`src/rtl/width_converter_nto8_pkg.sv`:
```
// Shared helpers for the TTI/I3C byte-count encoding used by the TX word path.
// The queue writer and the word-to-byte converter both use these.
package width_converter_nto8_pkg;

  // A count of 0 means "full word"; counts above the word size also mean a full word.
  function automatic int unsigned clamp_bytes(input int unsigned bytes,
                                              input int unsigned max_bytes);
    if ((bytes == 0) || (bytes > max_bytes)) begin
      return max_bytes;
    end
    return bytes;
  endfunction

endpackage

```
`src/rtl/width_converter_nto8.sv`:
```
// Unpacks Width-bit TX queue words into an LSB-first byte stream with a last-byte marker.
// A flush drops the rest of the held word.
module width_converter_nto8
  import width_converter_nto8_pkg::*;
#(
  parameter int Width = 32
) (
  input  logic               clk_i,
  input  logic               rst_ni,
  input  logic               soft_reset_ni,
  input  logic               sink_valid_i,
  output logic               sink_ready_o,
  input  logic [Width-1:0]   sink_data_i,
  input  logic [$clog2(Width/8):0] sink_bytes_i,
  input  logic               sink_last_i,
  output logic               source_valid_o,
  input  logic               source_ready_i,
  output logic [7:0]         source_data_o,
  output logic               source_last_o,
  input  logic               source_flush_i
);

  localparam int unsigned Bytes  = Width / 8;
  localparam int unsigned BytesW = $clog2(Bytes);

  // Valid/ready: a transfer happens on a rising edge where valid and ready are both high.
  // The source side holds valid, data and last stable until the byte is taken or flushed.

  logic [Width-1:0]  r_sreg;
  logic [BytesW-1:0] r_idx;
  logic [BytesW:0]   r_rem;
  logic              r_last_q;

  logic              w_rem_one;
  logic              w_sink_hs;
  logic              w_source_hs;
  logic [BytesW:0]   w_load_rem;

  assign w_rem_one  = (r_rem == (BytesW + 1)'(1));
  assign w_load_rem = (BytesW + 1)'(clamp_bytes(32'(sink_bytes_i), Bytes));

  // Ready may rise while the final byte is being drained so words stream without a bubble.
  assign sink_ready_o   = !source_flush_i & ((r_rem == '0) | (w_rem_one & source_ready_i));
  assign source_valid_o = (r_rem != '0);
  assign source_data_o  = r_sreg[{r_idx, 3'b000} +: 8];
  assign source_last_o  = r_last_q & w_rem_one;

  assign w_sink_hs   = sink_valid_i & sink_ready_o;
  assign w_source_hs = source_valid_o & source_ready_i;

  always_ff @(posedge clk_i or negedge rst_ni) begin
    if (!rst_ni) begin
      r_sreg   <= '0;
      r_idx    <= '0;
      r_rem    <= '0;
      r_last_q <= 1'b0;
    end else if (!soft_reset_ni || source_flush_i) begin
      r_sreg   <= '0;
      r_idx    <= '0;
      r_rem    <= '0;
      r_last_q <= 1'b0;
    end else if (w_sink_hs) begin
      // A load in the same cycle as the final-byte drain takes precedence.
      r_sreg   <= sink_data_i;
      r_idx    <= '0;
      r_rem    <= w_load_rem;
      r_last_q <= sink_last_i;
    end else if (w_source_hs) begin
      if (w_rem_one) begin
        // Clear the held word so an empty converter never shows stale bytes.
        r_sreg   <= '0;
        r_idx    <= '0;
        r_rem    <= '0;
        r_last_q <= 1'b0;
      end else begin
        r_idx <= r_idx + 1'b1;
        r_rem <= r_rem - 1'b1;
      end
    end
  end

endmodule

```
`config.mk`:
```
export PLATFORM = sky130hd
export DESIGN_NAME = width_converter_nto8
export DESIGN_NICKNAME = d
export VERILOG_FILES = /design/src/rtl/width_converter_nto8_pkg.sv /design/src/rtl/width_converter_nto8.sv
export SDC_FILE = /design/constraint.sdc
export NUM_CORES = 1
export LEC_CHECK = 0
export BUFFER_PORTS_ARGS = -buffer_cell sky130_fd_sc_hd__buf_2
export CAP_MARGIN = 20
export CELL_PAD_IN_SITES_DETAIL_PLACEMENT = 0
export CELL_PAD_IN_SITES_GLOBAL_PLACEMENT = 1
export CORE_UTILIZATION = 43
export CTS_CLUSTER_DIAMETER = 50
export DETAILED_ROUTE_END_ITERATION = 7
export PLACE_DENSITY = 0.92
export SLEW_MARGIN = 15
export SYNTH_ARGS = -nofsm -noshare
export SYNTH_HDL_FRONTEND = slang
export SYNTH_SLANG_ARGS = --single-unit
```
`constraint.sdc`:
```
create_clock -name clk_i -period 3.5 [get_ports clk_i]
set_input_delay 0.7 -clock clk_i [delete_from_list [all_inputs] [get_ports clk_i]]
set_output_delay 0.7 -clock clk_i [all_outputs]
set_load 0.03 [all_outputs]
```
# Yosys cells after proc, flatten, opt, wreduce, memory -nomap -nowiden
# Index checks and enable logic that the tools add are counted.
# classes
addsub	2
eq_ne	1
n_shift	1
n_lt_le_gt_ge	1
muxes	19
n_reduce_logical	10
bitwise_logic	6
# ops
operator	n
$mux W32	4
$shiftx A32 B6 Y8	1
$mux W3	6
$reduce_bool A3 Y1	3
$mux W2	4
$logic_not A3 Y1	2
$and A1 B1 Y1	5
$mux W1	5
$eq A3 B1 Y1 const B	1
$gt A3 B3 Y1 const B	1
$sub A3 B1 Y3 const B	1
$add A2 B1 Y2 const B	1
$logic_not A1 Y1	2
$logic_or A1 B1 Y1	2
$reduce_and A2 Y1	1
$or A1 B1 Y1	1
# totals
inputBits	42
register_bits	38
out_inout_bits	11

# Depth between registers and ports, before layout
# logic_depth
depth_word	7
depth_mapped	8
depth_no_buf	7

# Worst setup path after synthesis
# No wires, ideal clock.
# synth_path
path_kind	register -> output
from	register r_rem[0]
to	output sink_ready_o
stages_incl_launch_ff	6
arrival_time_ps	1608
path_buffers	0
required_ps	2800
slack_ps	1192
cell_sequence	dfrtp_1 > inv_1 > ha_1 > nor2b_1 > inv_1 > a21oi_1
# synth_via
elab_chain_len	4
# synth_rtl
element	line	source
start: declaration	width_converter_nto8.sv:31	logic [BytesW:0] r_rem;
start signal: assignment	width_converter_nto8.sv:66	r_rem <= w_load_rem;
start signal: assignment	width_converter_nto8.sv:77	r_rem <= r_rem - 1'b1;
$eq A3 B1 Y1	width_converter_nto8.sv:39	assign w_rem_one = (r_rem == (BytesW + 1)'(1));
$and A1 B1 Y1	width_converter_nto8.sv:43	assign sink_ready_o = !source_flush_i & ((r_rem == '0) | (w_rem_one & source_ready_i));
$or A1 B1 Y1 (*)	width_converter_nto8.sv:43	
$and A1 B1 Y1 (*)	width_converter_nto8.sv:43	
end: declaration	width_converter_nto8.sv:12	output logic sink_ready_o,
# Every way passes the cells marked *; elsewhere a longest branch is shown, timed or not.

# Worst setup path after layout
# layout_path
from	register r_idx[0]
to	output source_data_o[7]
# layout_via
elab_chain_len	1
# layout_rtl
element	line	source
start: declaration	width_converter_nto8.sv:30	logic [BytesW-1:0] r_idx;
start signal: assignment	width_converter_nto8.sv:76	r_idx <= r_idx + 1'b1;
$shiftx A32 B6 Y8	width_converter_nto8.sv:45	assign source_data_o = r_sreg[{r_idx, 3'b000} +: 8];
end: declaration	width_converter_nto8.sv:18	output logic [7:0] source_data_o,
# No other way between the ends.

==> impl_results.md <==
* GR Overflow Total at 0
* GRT Util Overall at 0.1987
* Max_cap viols at 0
* Status: finished, violations left
* Postcts setup bufs at 0
* Top-area cell type share of the netlist area at 0.4637
* Initial Utilization at 0.4583
* HPWL after DPL at 3.281 mm
* Leak Pwr at between 1 and 1.5 nW
* Combinational Power Share at 0.161
* H-tree depth at 2
* RSZ-0062 raised after global routing: no
* Pins Over Slew Limit at 0
* CP max FO at 11
* Residual DRC count at 4
* Post-synthesis cell type count at 30
* Final instance area at 2441 um^2
* WL per Instance at 15.26 um
* Clock share of power at 0.339
* Synth Net Count at between 200 and 300
* Data arrival time of the critical path at 1.82 ns
* Vias in the first global route at 1642
* Rows at 24
* CP Capture Type: output pin
* EDFF count, synth at 0
* Core ar. at 4474 um^2
* Post-DP Area at 2346 um^2
* Finished Core Util at 0.5456
* Total power at 931.6 uW
* Peak Freq at 396.5 MHz
* Tmin final at 2.522 ns
* Slew headroom at 0.4329
* CTS Buf Count at 5
* Nets at just under 300
* Post-Syn Area at 2051 um^2
* Syn Area/Cell at 10.00 um^2
* Syn Inst Count at a little over 200
* Later-pin clock latency in the skew report at 0.29 ns
* Violated checks: design-rule violations
* Vias at 1670
* Initial DRC Count at 105
* CTS Hold Bufs at 0
* FILL cells at 427
* Placer Congestion at 0.7933
* Post-synthesis sequential area ratio at 0.4637
* CP required at 2.80 ns
* Sw frac at 0.2758
* Max VDD drop at 0.0001923 V
* Setup WS post-layout at 0.9778 ns
* Worst Hold Class: in2async
* CTS root buffer: clkbuf_8
* Area leader, netlist: dfrtp_1
* Synth area leaders: dfrtp_1 46%, mux4_2 8.8%, a21boi_1 8.4%, nand3_1 8.3%, nand2_1 6.6%
* Reg2Reg Setup Slack at 1.28 ns
* # IOs at 53
* DRT Pass-1 Iters at 6
* Layout cells sized above 1 at 0.3004
* Synth Flop Type: dfrtp_1
* Crit start category: flip-flop
* Die width at between 70 and 80 um
* Vias per cell at ~5.5
* Post-CTS resize count at 0
* # diodes at 0
* Final period util at 0.7206
* First-pass GRT wire length at 7.728 mm
* Setup violations, final at 0
* Commonest non-fill, non-tap cells in the layout: 52 x buf_2, 38 x dfrtp_1, 36 x nand2_1
* Die height at 71.06 um
* Setup Skew at between 0.01 and 0.015 ns
* Post-synthesis register bit count at 38
* Async SR Flop Fraction at 1.000
* PortBufs at 52
* Die area at 5050 um^2
* Clock Pin Slew Worst Setup and Hold Paths at 0.07 ns
* PwrDens at 381.6 nW/um^2
* Warnings from Yosys at 0
* CP Class: reg2out
* Final wirelength at about 4.7 mm
* Sequential Power Share at 0.500
* Switching power summed over all nets at 256.9 uW
* Pin count of the biggest net entering global routing at 39
* Commonest non-fill, non-tap cell in the layout: buf_2
* Area added between synthesis and finish at 19.04%
* Pint at 674.7 uW
* Hold Vio Cnt, Final at 0
* Clk buf depth at 2
* Post-DRT Antenna Nets at 0
* CTS sink cnt at 38
* Setup TNS at 0 ns
* CTS tree: yes
* Post-place setup slack at around 1.2 ns
* Measured slew at the worst slew-check pin at roughly 0.85 ns
* Initial antenna violation count at 0
[registers in the layout, summed over array words and instances, names as in the netlist]
name and count:
r_idx 2, r_sreg 32, r_last_q 1, r_rem 3
[through the flow]
stage | cells | hold slack (ns)
final | 305 | 0.5082
after global routing | 305 | 0.5627
after CTS | 305 | 0.5309
after detailed placement | 297 | 0.5270
after global placement | 296 | 0.5171
after floorplan | 205 | 0.4044
[layer usage]
metal,GRT usage,wire length [um],vias up
met4,0.07556,70,0
met3,0.03134,232,6
met2,0.3088,2186,50
met5,0,0,-
met1,0.2825,2165,803
li1,-,-,811
[worst max-delay path, stage by stage (launching register included)]
cell and delay, ns:
dfrtp_1 0.75, mux4_2 0.60, buf_2 0.19
[logic make-up after synthesis]
family	Yosys count	synth area share
adders and majority gates	4	0.02441
AOI/OAI and AO/OA	45	0.1544
DFF	38	0.4637
buffers and inverters	21	0.05552
and+or+nand+nor	88	0.2093
muxes	9	0.09274
[power by group through the flow]
stage / logic (mW) / clock network (mW) / registers [mW]
after floorplan: 0.0946 / 0 / 0.470
after global placement: 0.146 / 0 / 0.473
after detailed placement: 0.152 / 0 / 0.474
after CTS: 0.152 / 0.325 / 0.466
after global routing: 0.167 / 0.337 / 0.468
final: 0.150 / 0.316 / 0.466
[synthesized netlist by cell type, types with 4 or more instances]
cell type,n
a21boi_0,10
a21boi_1,23
a21oi_1,7
buf_2,7
clkbuf_1,4
dfrtp_1,38
ha_1,4
inv_1,6
mux4_2,8
nand2_1,36
nand3_1,34
[final cells by class]
cell class / count / area (um^2) / area share
clock buffers: 6 / 82.58 / 0.03383
clock inverters: 2 / 12.51 / 0.005126
inverters: 6 / 22.52 / 0.009226
multi-input cells: 146 / 992.2 / 0.4065
flip-flops and latches: 38 / 950.9 / 0.3895
well taps: 52 / 65.06 / 0.02665
repair buffers: 55 / 315.3 / 0.1292
[worst paths after layout]
path                            startpoint               end  cells past startpoint
min in group clk_i              r_sreg[18]        r_sreg[18]                      2
worst max register to register    r_rem[1]          r_rem[0]                      7
worst min-delay path                rst_ni         r_sreg[3]                      1
worst min register to register  r_sreg[18]        r_sreg[18]                      2
worst max-delay path              r_idx[0]  source_data_o[7]                      2
max in group asynchronous           rst_ni          r_rem[2]                      1
(Power assumes the default switching activity.)
